## config.mk

```make
export PLATFORM = sky130hd
export DESIGN_NAME = fan_speed_ctrl
export DESIGN_NICKNAME = d
export VERILOG_FILES = /design/src/rtl/fan_ctrl_pkg.sv /design/src/rtl/fan_pwm_gen.sv /design/src/rtl/fan_speed_ctrl.sv
export SDC_FILE = /design/constraint.sdc
export NUM_CORES = 1
export LEC_CHECK = 0
export ABC_AREA = 1
export BUFFER_PORTS_ARGS = -buffer_cell sky130_fd_sc_hd__buf_4
export CAP_MARGIN = 10
export CORE_ASPECT_RATIO = 0.9
export CORE_MARGIN = 1.5
export CORE_UTILIZATION = 37
export DETAILED_ROUTE_END_ITERATION = 8
export SLEW_MARGIN = 15
export SYNTH_ARGS = -nofsm -noshare
export SYNTH_HDL_FRONTEND = slang
export SYNTH_SLANG_ARGS = --single-unit
```

## constraint.sdc

```tcl
create_clock -name clk -period 3.2 [get_ports clk]
set_input_delay 0.32 -clock clk [delete_from_list [all_inputs] [get_ports clk]]
set_output_delay 0.32 -clock clk [all_outputs]
set_load 0.005 [all_outputs]
```

## src/rtl/fan_ctrl_pkg.sv

```systemverilog
// Shared definitions for the fan speed controller: FSM state encoding,
// default sizing constants and the level-to-duty conversion.
package fan_ctrl_pkg;

   typedef enum logic [1:0] {
      ST_STOP = 2'd0,
      ST_RUN  = 2'd1,
      ST_LOCK = 2'd2,
      ST_OVT  = 2'd3
   } fan_state_t;

   localparam int DEF_LEVELS   = 4;
   localparam int DEF_DWELL    = 3;
   localparam int DEF_PWM_BITS = 4;

   // floor(lvl * 2^pwm_bits / (levels-1)); top level maps to a full period
   function automatic int duty_of(int lvl, int levels, int pwm_bits);
      return (lvl << pwm_bits) / (levels - 1);
   endfunction

endpackage

```

## src/rtl/fan_pwm_gen.sv

```systemverilog
// Fan PWM generator: free-running period counter, duty latched at the
// period wrap so level changes only take effect on a period boundary.
module fan_pwm_gen
   import fan_ctrl_pkg::*;
#(
   parameter int LEVELS   = DEF_LEVELS,
   parameter int PWM_BITS = DEF_PWM_BITS
) (
   input  logic                      clk,
   input  logic                      reset,
   input  logic [$clog2(LEVELS)-1:0] level,
   output logic                      pwm
);

   localparam int DUTY_W = PWM_BITS + 1;
   localparam logic [PWM_BITS-1:0] CNT_MAX = '1;

   logic [PWM_BITS-1:0] cnt, cnt_nxt;
   logic [DUTY_W-1:0]   duty, duty_nxt;

   // next counter value and duty (reloaded only on the last count of a period)
   always_comb begin
      cnt_nxt  = cnt + 1'b1;
      duty_nxt = duty;
      if (cnt == CNT_MAX) begin
         duty_nxt = DUTY_W'(duty_of(int'(level), LEVELS, PWM_BITS));
      end
   end

   // counter, duty latch and registered compare; pwm always reflects cnt < duty
   always_ff @(posedge clk or negedge reset) begin
      if (!reset) begin
         cnt  <= '0;
         duty <= '0;
         pwm  <= 1'b0;
      end else begin
         cnt  <= cnt_nxt;
         duty <= duty_nxt;
         pwm  <= ({1'b0, cnt_nxt} < duty_nxt);
      end
   end

endmodule

```

## src/rtl/fan_speed_ctrl.sv

```systemverilog
// Fan speed controller: up/down stepping with a dwell lockout after each
// level change, overtemp forcing to full speed, PWM fan drive.
//
//   state   | meaning
//   --------+-----------------------------------------------
//   ST_STOP | level 0, no lockout
//   ST_RUN  | level > 0, no lockout, steps accepted
//   ST_LOCK | dwell counter nonzero, single steps dropped
//   ST_OVT  | overtemp asserted, level forced to maximum
module fan_speed_ctrl
   import fan_ctrl_pkg::*;
#(
   parameter int LEVELS   = DEF_LEVELS,
   parameter int DWELL    = DEF_DWELL,
   parameter int PWM_BITS = DEF_PWM_BITS
) (
   input  logic                      clk,
   input  logic                      reset,
   input  logic                      up,
   input  logic                      down,
   input  logic                      overtemp,
   output logic [$clog2(LEVELS)-1:0] speed,
   output logic                      pwm,
   output logic                      busy
);

   localparam int LW  = $clog2(LEVELS);
   localparam int DWW = $clog2(DWELL + 1);
   localparam logic [LW-1:0]  LVL_MAX  = LW'(LEVELS - 1);
   localparam logic [DWW-1:0] DWELL_LD = DWW'(DWELL);

   fan_state_t     state, state_nxt;
   logic [LW-1:0]  level, level_nxt;
   logic [DWW-1:0] dwell, dwell_nxt;

   // next state / level / dwell; priority overtemp > up&down > lockout > step
   always_comb begin
      state_nxt = state;
      level_nxt = level;
      dwell_nxt = dwell;
      if (overtemp) begin
         state_nxt = ST_OVT;
         level_nxt = LVL_MAX;
         dwell_nxt = '0;
      end else if (up && down) begin
         state_nxt = ST_STOP;
         level_nxt = '0;
         dwell_nxt = '0;
      end else if (state == ST_OVT) begin
         // leaving overtemp holds full speed for a dwell before stepping
         state_nxt = ST_LOCK;
         dwell_nxt = DWELL_LD;
      end else if (dwell != '0) begin
         dwell_nxt = dwell - 1'b1;
         if (dwell != DWW'(1)) begin
            state_nxt = ST_LOCK;
         end else begin
            state_nxt = (level == '0) ? ST_STOP : ST_RUN;
         end
      end else if (up && (level != LVL_MAX)) begin
         state_nxt = ST_LOCK;
         level_nxt = level + 1'b1;
         dwell_nxt = DWELL_LD;
      end else if (down && (level != '0)) begin
         state_nxt = ST_LOCK;
         level_nxt = level - 1'b1;
         dwell_nxt = DWELL_LD;
      end else begin
         state_nxt = (level == '0) ? ST_STOP : ST_RUN;
      end
   end

   // FSM, level and dwell registers
   always_ff @(posedge clk or negedge reset) begin
      if (!reset) begin
         state <= ST_STOP;
         level <= '0;
         dwell <= '0;
      end else begin
         state <= state_nxt;
         level <= level_nxt;
         dwell <= dwell_nxt;
      end
   end

   assign speed = level;
   assign busy  = (dwell != '0);

   fan_pwm_gen #(
      .LEVELS   (LEVELS),
      .PWM_BITS (PWM_BITS)
   ) u_pwm (
      .clk   (clk),
      .reset (reset),
      .level (level),
      .pwm   (pwm)
   );

endmodule

```

== Yosys cells after proc, flatten, opt, wreduce, memory -nomap -nowiden ==
Index checks and enable logic that the tools add are counted.

* Divide/modulo/power cells: 1
* Eq/ne operators: 6
* Bitwise operators: 0
* Order comparisons: 1
* Add/sub/neg operators: 4
* Reductions and logical operators: 9
* Mux-type cells: 21
* Multiply operators: 0
* Shift operators: 0

{| class="wikitable"
|+ Operators with widths
! cell !! number
|-
| $mux 2 || 19
|-
| $div 7x3->32 const B || 1
|-
| $reduce_bool 6->1 || 1
|-
| $lt 4x5->1 || 1
|-
| $mux 5 || 1
|-
| $add 4x1->4 const B || 1
|-
| $eq 4x4->1 const B || 1
|-
| $reduce_bool 2->1 || 2
|-
| $reduce_bool 4->1 || 1
|-
| $sub 2x1->2 const B || 2
|-
| $logic_and 1x1->1 || 3
|-
| $ne 3x2->1 const B || 1
|-
| $ne 3x3->1 const B || 1
|-
| $reduce_and 3->1 || 1
|-
| $add 2x1->2 const B || 1
|-
| $eq 2x2->1 const B || 1
|-
| $logic_not 2->1 || 1
|-
| $ne 2x1->1 const B || 1
|-
| $ne 2x2->1 const B || 1
|-
| $mux 1 || 1
|}

* Latch bits: 0
* Bits in writable memories: 0
* Register bits after elaboration: 16
* Output and inout port bits: 4
* Bits of input ports: 5
* ROM bits: 0
* Memories kept: 0
* Logic and storage cells: 48

== Logic depth before layout (Yosys ltp) ==
* Depth after elaboration: 8
* Depth in mapped cells: 11
* Mapped depth without buffers: 11

== Modules after synthesis ==
Synthesis repeated with hierarchy kept, for this count alone.

* Cells, all modules: 112
* Area, all modules: 893.4 um^2

{| class="wikitable"
|+ Modules (own cells, without submodules)
! module !! cells each !! times used !! area an instance (um^2) !! seq. area each (um^2)
|-
| fan_pwm_gen || 48 || 1 || 475.5 || 250.2
|-
| fan_speed_ctrl || 64 || 1 || 417.9 || 150.1
|}

== Least setup slack after synthesis ==
Ideal clock, no wire load.

* Kind: register -> register
* Start: reg u_pwm.cnt[0]
* End: reg u_pwm.pwm
* Setup time: 66 ps
* Arrival: 1568 ps
* Slack: 1566 ps
* Cell stages (with the launch flop): 11
* Path buffers: 0
* Required time: 3134 ps
* Period minus slack after synthesis: 1634 ps
* Cell sequence: dfrtp_1 -> ha_1 -> nand2_1 -> nor2_2 -> nand2_1 -> o21ai_0 -> ha_1 -> a21o_1 -> a21oi_1 -> nand2_1 -> nand2_1

* Cells in the longest elaborated chain, start to end: 3
* Elaborated cells between the ends (all ways): 4
* Classes of those cells: 1 x add/sub; 1 x order compare; 1 x eq/ne; 1 x mux

{| class="wikitable"
|+ Ends and longest elaborated chain
! item !! RTL line !! source
|-
| start, declared || fan_pwm_gen.sv:18 || <nowiki>logic [PWM_BITS-1:0] cnt, cnt_nxt;</nowiki>
|-
| start signal, assigned || fan_pwm_gen.sv:37 || <nowiki>cnt <= cnt_nxt;</nowiki>
|-
| parallel branches: the longest is 2 deep, another holds $add 4x1->4 || -- ||
|-
| $lt 4x5->1 * || fan_pwm_gen.sv:39 || <nowiki>pwm <= ({1'b0, cnt_nxt} < duty_nxt);</nowiki>
|-
| end signal, assigned || fan_pwm_gen.sv:39 ||
|-
| end, declared || fan_pwm_gen.sv:12 || <nowiki>output logic pwm</nowiki>
|}

Every way passes the cells marked *.
A chain may end at the register's enable or synchronous reset.

== Worst setup path after layout ==
* Start: reg u_pwm.cnt[0]
* End: reg u_pwm.pwm

* Cells in the longest elaborated chain, start to end: 3
* Elaborated cells between the ends (all ways): 4
* Classes of those cells: 1 x add/sub; 1 x order compare; 1 x eq/ne; 1 x mux

{| class="wikitable"
|+ Ends and longest elaborated chain
! item !! RTL line !! source
|-
| $eq 4x4->1 || fan_pwm_gen.sv:25 || <nowiki>if (cnt == CNT_MAX) begin</nowiki>
|-
| $mux 5 || fan_pwm_gen.sv:25 ||
|-
| via u_pwm.duty_nxt[3] || fan_pwm_gen.sv:19 || <nowiki>logic [DUTY_W-1:0] duty, duty_nxt;</nowiki>
|-
| $lt 4x5->1 || fan_pwm_gen.sv:39 ||
|}

The timed path passes the listed nets, and every way through them passes these cells.

==> metrics.csv <==
stage,metric,value,unit
status,status,finished clean,
placement,dp_worst_setup_slack,1.416,ns
global_routing,antenna_found_initial,0,
power_and_ir_drop,p_leak,0.0005729,uW
setup_path,crit_buf_inv,1,
yosys,syn_area,904.6,sq um
yosys,synthArstFlopShare,100.0,%
yosys,synth_top_area_share,44.26,%
die,rows,16,
yosys,synth_area_leader_cell,dfrtp_1,
setup_path,max_stage_delay,0.42,ns
setup_path,critPathArrivalTime,2.00,ns
yosys,synth-edff-count,0,
sta,tightest_slew,0.2385,ns
die,start_util,40.35,%
yosys,syn_avg_cell_area,8.299,sq um
setup_path,cp_common_cell,nand2_1,
drt,first_iter_violations,21,
clocking,numCtsBuffers,3,
clocking,cts.htree.levels,1,
power_and_ir_drop,powerDensity,509.6,mW/mm^2
run,drv_cap,0,
setup_path,crit_path_end_kind,flop,
global_routing,gr-total-overflow,0,
layout,diodes,0,
global_routing,grt.met2_usage,21.43,%
drt,wire_per_inst,11.24,microns
drt,via_per_inst,4.785,
yosys,yosysWarnings,0,
yosys,post-synth-top-count-cell,nand2_1,
drt,vias,713,
drt,drc_errors,0,
drt,wl,1675,microns
global_routing,met1_usage,21.10,%
yosys,synth_common_cells,"28 x nand2_1, 17 x nand3_1, 16 x dfrtp_1, 14 x inv_1, 7 x nand2_2",
layout,layout.nets,134,
sta,slew_viol_final,0,
sta,fmax,549.3,MHz
layout,synthToLayoutAreaGrowth,15.49,%
yosys,synth_area_leaders,"dfrtp_1 44%, nand2_1 12%, nand3_1 9.4%",
drt,firstDrtPassIters,4,
setup_path,cpMaxStageDelayCell,dfrtp_1,
setup_path,critPathMaxFanout,4,
yosys,synth_cell_types,19,
yosys,syn_nets,120,
clocking,clk_path_buf_depth,2,
global_routing,track_usage,15.11,%
sta,relSlewSlack,83.93,%
global_routing,grt_max_degree,17,
sta,holdWs,0.3014,ns
yosys,synth_ff_type,dfrtp_1,
global_routing,grt_busiest_layer,met2,
clocking,clock_latency,0.29,ns
layout,drive_above_1_share,21.31,%
yosys,synth_seq_cells,16,
clocking,cts_tree,built,
sta,setup_viol_count_final,0,
clocking,cts-root-buf,clkbuf_4,
layout,fillers,226,
yosys,synth_seq_area_share,44.26,%
sta,timing.final.ws_setup,1.380,ns
sta,tns,0,ns
global_routing,grt_pass1_vias,698,
setup_path,worst-setup-path-type,reg -> reg,
sta,finalCritPeriodShare,56.89,%
yosys,syn_inst,109,
hold_path,hold_path.class,in -> reg,
die,die_h,49.91,microns
power_and_ir_drop,vdd_drop_max,287.3,uV
setup_path,crit_family,simple AND/OR/NAND/NOR gates,
setup_path,cp_cell_sequence,ha_1 -> nand2_1 -> nor2_2 -> nand3_1 -> nand2_1 -> inv_1 -> ha_1 -> and3_1 -> nand2_1 -> nand2_1 -> nand2_1,
die,ios,9,
clocking,cts.sinks,16,
die,dieArea,0.002751,sq mm
die,core,0.002242,sq mm
sta,rsz0062_at_grt,false,
setup_path,startpoint_type,flop,
clocking,cts_resized,0,
placement,place.gp.congestion,0.7920,
drt,final_antenna_net_count,0,
sta,final_hold_viol_count,0,
die,dieWidth,55.12,microns
sta,fin_skew,0.002447,ns
placement,hpwl,1298,microns
global_routing,grt_pass1_wl,2973,microns
placement,numPortBuffers,8,
setup_path,cp.required,3.38,ns
global_routing,use_met3,5.455,%
sta,min_period,1.820,ns
clocking,clk_pin_slew,0.09,ns
metal layers:
metal / routed length (microns) / part of all wire (%) / up-vias
li1: - / - / 371
met1: 839 / 50 / 323
met2: 721 / 43 / 15
met3: 85 / 5.1 / 4
met4: 29 / 1.7 / 0
met5: 0 / 0 / -
flip-flops by register name, summed over array words and instances (netlist names):
register / cells
u_pwm.duty: 5
u_pwm.pwm: 1
speed: 2
state: 2
u_pwm.cnt: 4
dwell: 2
per-stage QoR:
step | area, sq um | utilization (%) | cells | power (uW)
6_report | 1045 | 46.60 | 149 | 532.4
5_1_grt | 1045 | 46.60 | 149 | 578.3
4_1_cts | 1045 | 46.60 | 149 | 540.4
3_5_place_dp | 998.5 | 44.53 | 144 | 404.0
3_3_place_gp | 998.5 | 44.53 | 144 | 402.4
2_1_floorplan | 904.6 | - | 109 | 353.3
final timing paths:
kind	slack, ns	startpoint	cells after the start	to
max in group asynchronous	2.61	reset	2	u_pwm.duty[1]$_DFF_PN0_
hold reg to reg	0.48	u_pwm.duty[1]$_DFF_PN0_	2	u_pwm.duty[1]$_DFF_PN0_
min in group asynchronous	0.41	reset	2	u_pwm.duty[0]$_DFF_PN0_
setup / recovery	1.38	u_pwm.cnt[0]$_DFF_PN0_	11	u_pwm.pwm$_DFF_PN0_
setup reg to reg	1.38	u_pwm.cnt[0]$_DFF_PN0_	11	u_pwm.pwm$_DFF_PN0_
hold / removal	0.30	overtemp	3	state[1]$_DFF_PN0_
worst register-to-register path: cells and delay by family, from the launching register on:
kind                     cells  cell delay (ns)
AND/OR/NAND/NOR              8             0.73
flip-flops                   1             0.42
adder cells (fa/ha/maj)      2             0.52
buffers and inverters        1             0.05
layout by cell type, fill, tap and decap left out, drive strengths merged:
| master | instances |
|---|---|
| clkbuf | 4 |
| inv | 17 |
| ha | 6 |
| nand2 | 35 |
| dfrtp | 16 |
| buf | 8 |
| o21ai | 3 |
| and2 | 1 |
| nor2 | 6 |
| a21oi | 2 |
| nand3 | 17 |
| or2 | 1 |
| and3 | 1 |
| dlygate4sd3 | 1 |
| a21o | 1 |
| o21bai | 1 |
| xor2 | 2 |
layout make-up:
type | count | area (sq um) | area share [%]
Multi-Input combinational cell | 76 | 440.4 | 42.16
Sequential cell | 16 | 400.4 | 38.32
Timing Repair Buffer | 9 | 70.07 | 6.707
Inverter | 17 | 63.81 | 6.108
Clock buffer | 4 | 36.28 | 3.473
Tap cell | 27 | 33.78 | 3.234
timing repair:
action,CTS,global route
hold buffers,1,0
setup buffers,0,0
hold endpoints to repair,16,0
cell families after synthesis:
| group | after synthesis | share of synthesized area [%] |
|---|---|---|
| adders and majority gates | 6 | 8.299 |
| and+or+nand+nor | 61 | 32.78 |
| xor gates and xnor gates | 2 | 1.937 |
| AOI/OAI and AO/OA | 7 | 5.671 |
| buffers and inverters | 17 | 7.054 |
| DFF | 16 | 44.26 |
power by group:
part / internal (uW) / switching [uW]
combinational: 65.4 / 85.7
sequential: 230 / 19.5
clock: 69.3 / 62.9
Note: power is estimated with default switching activity, not from simulation.
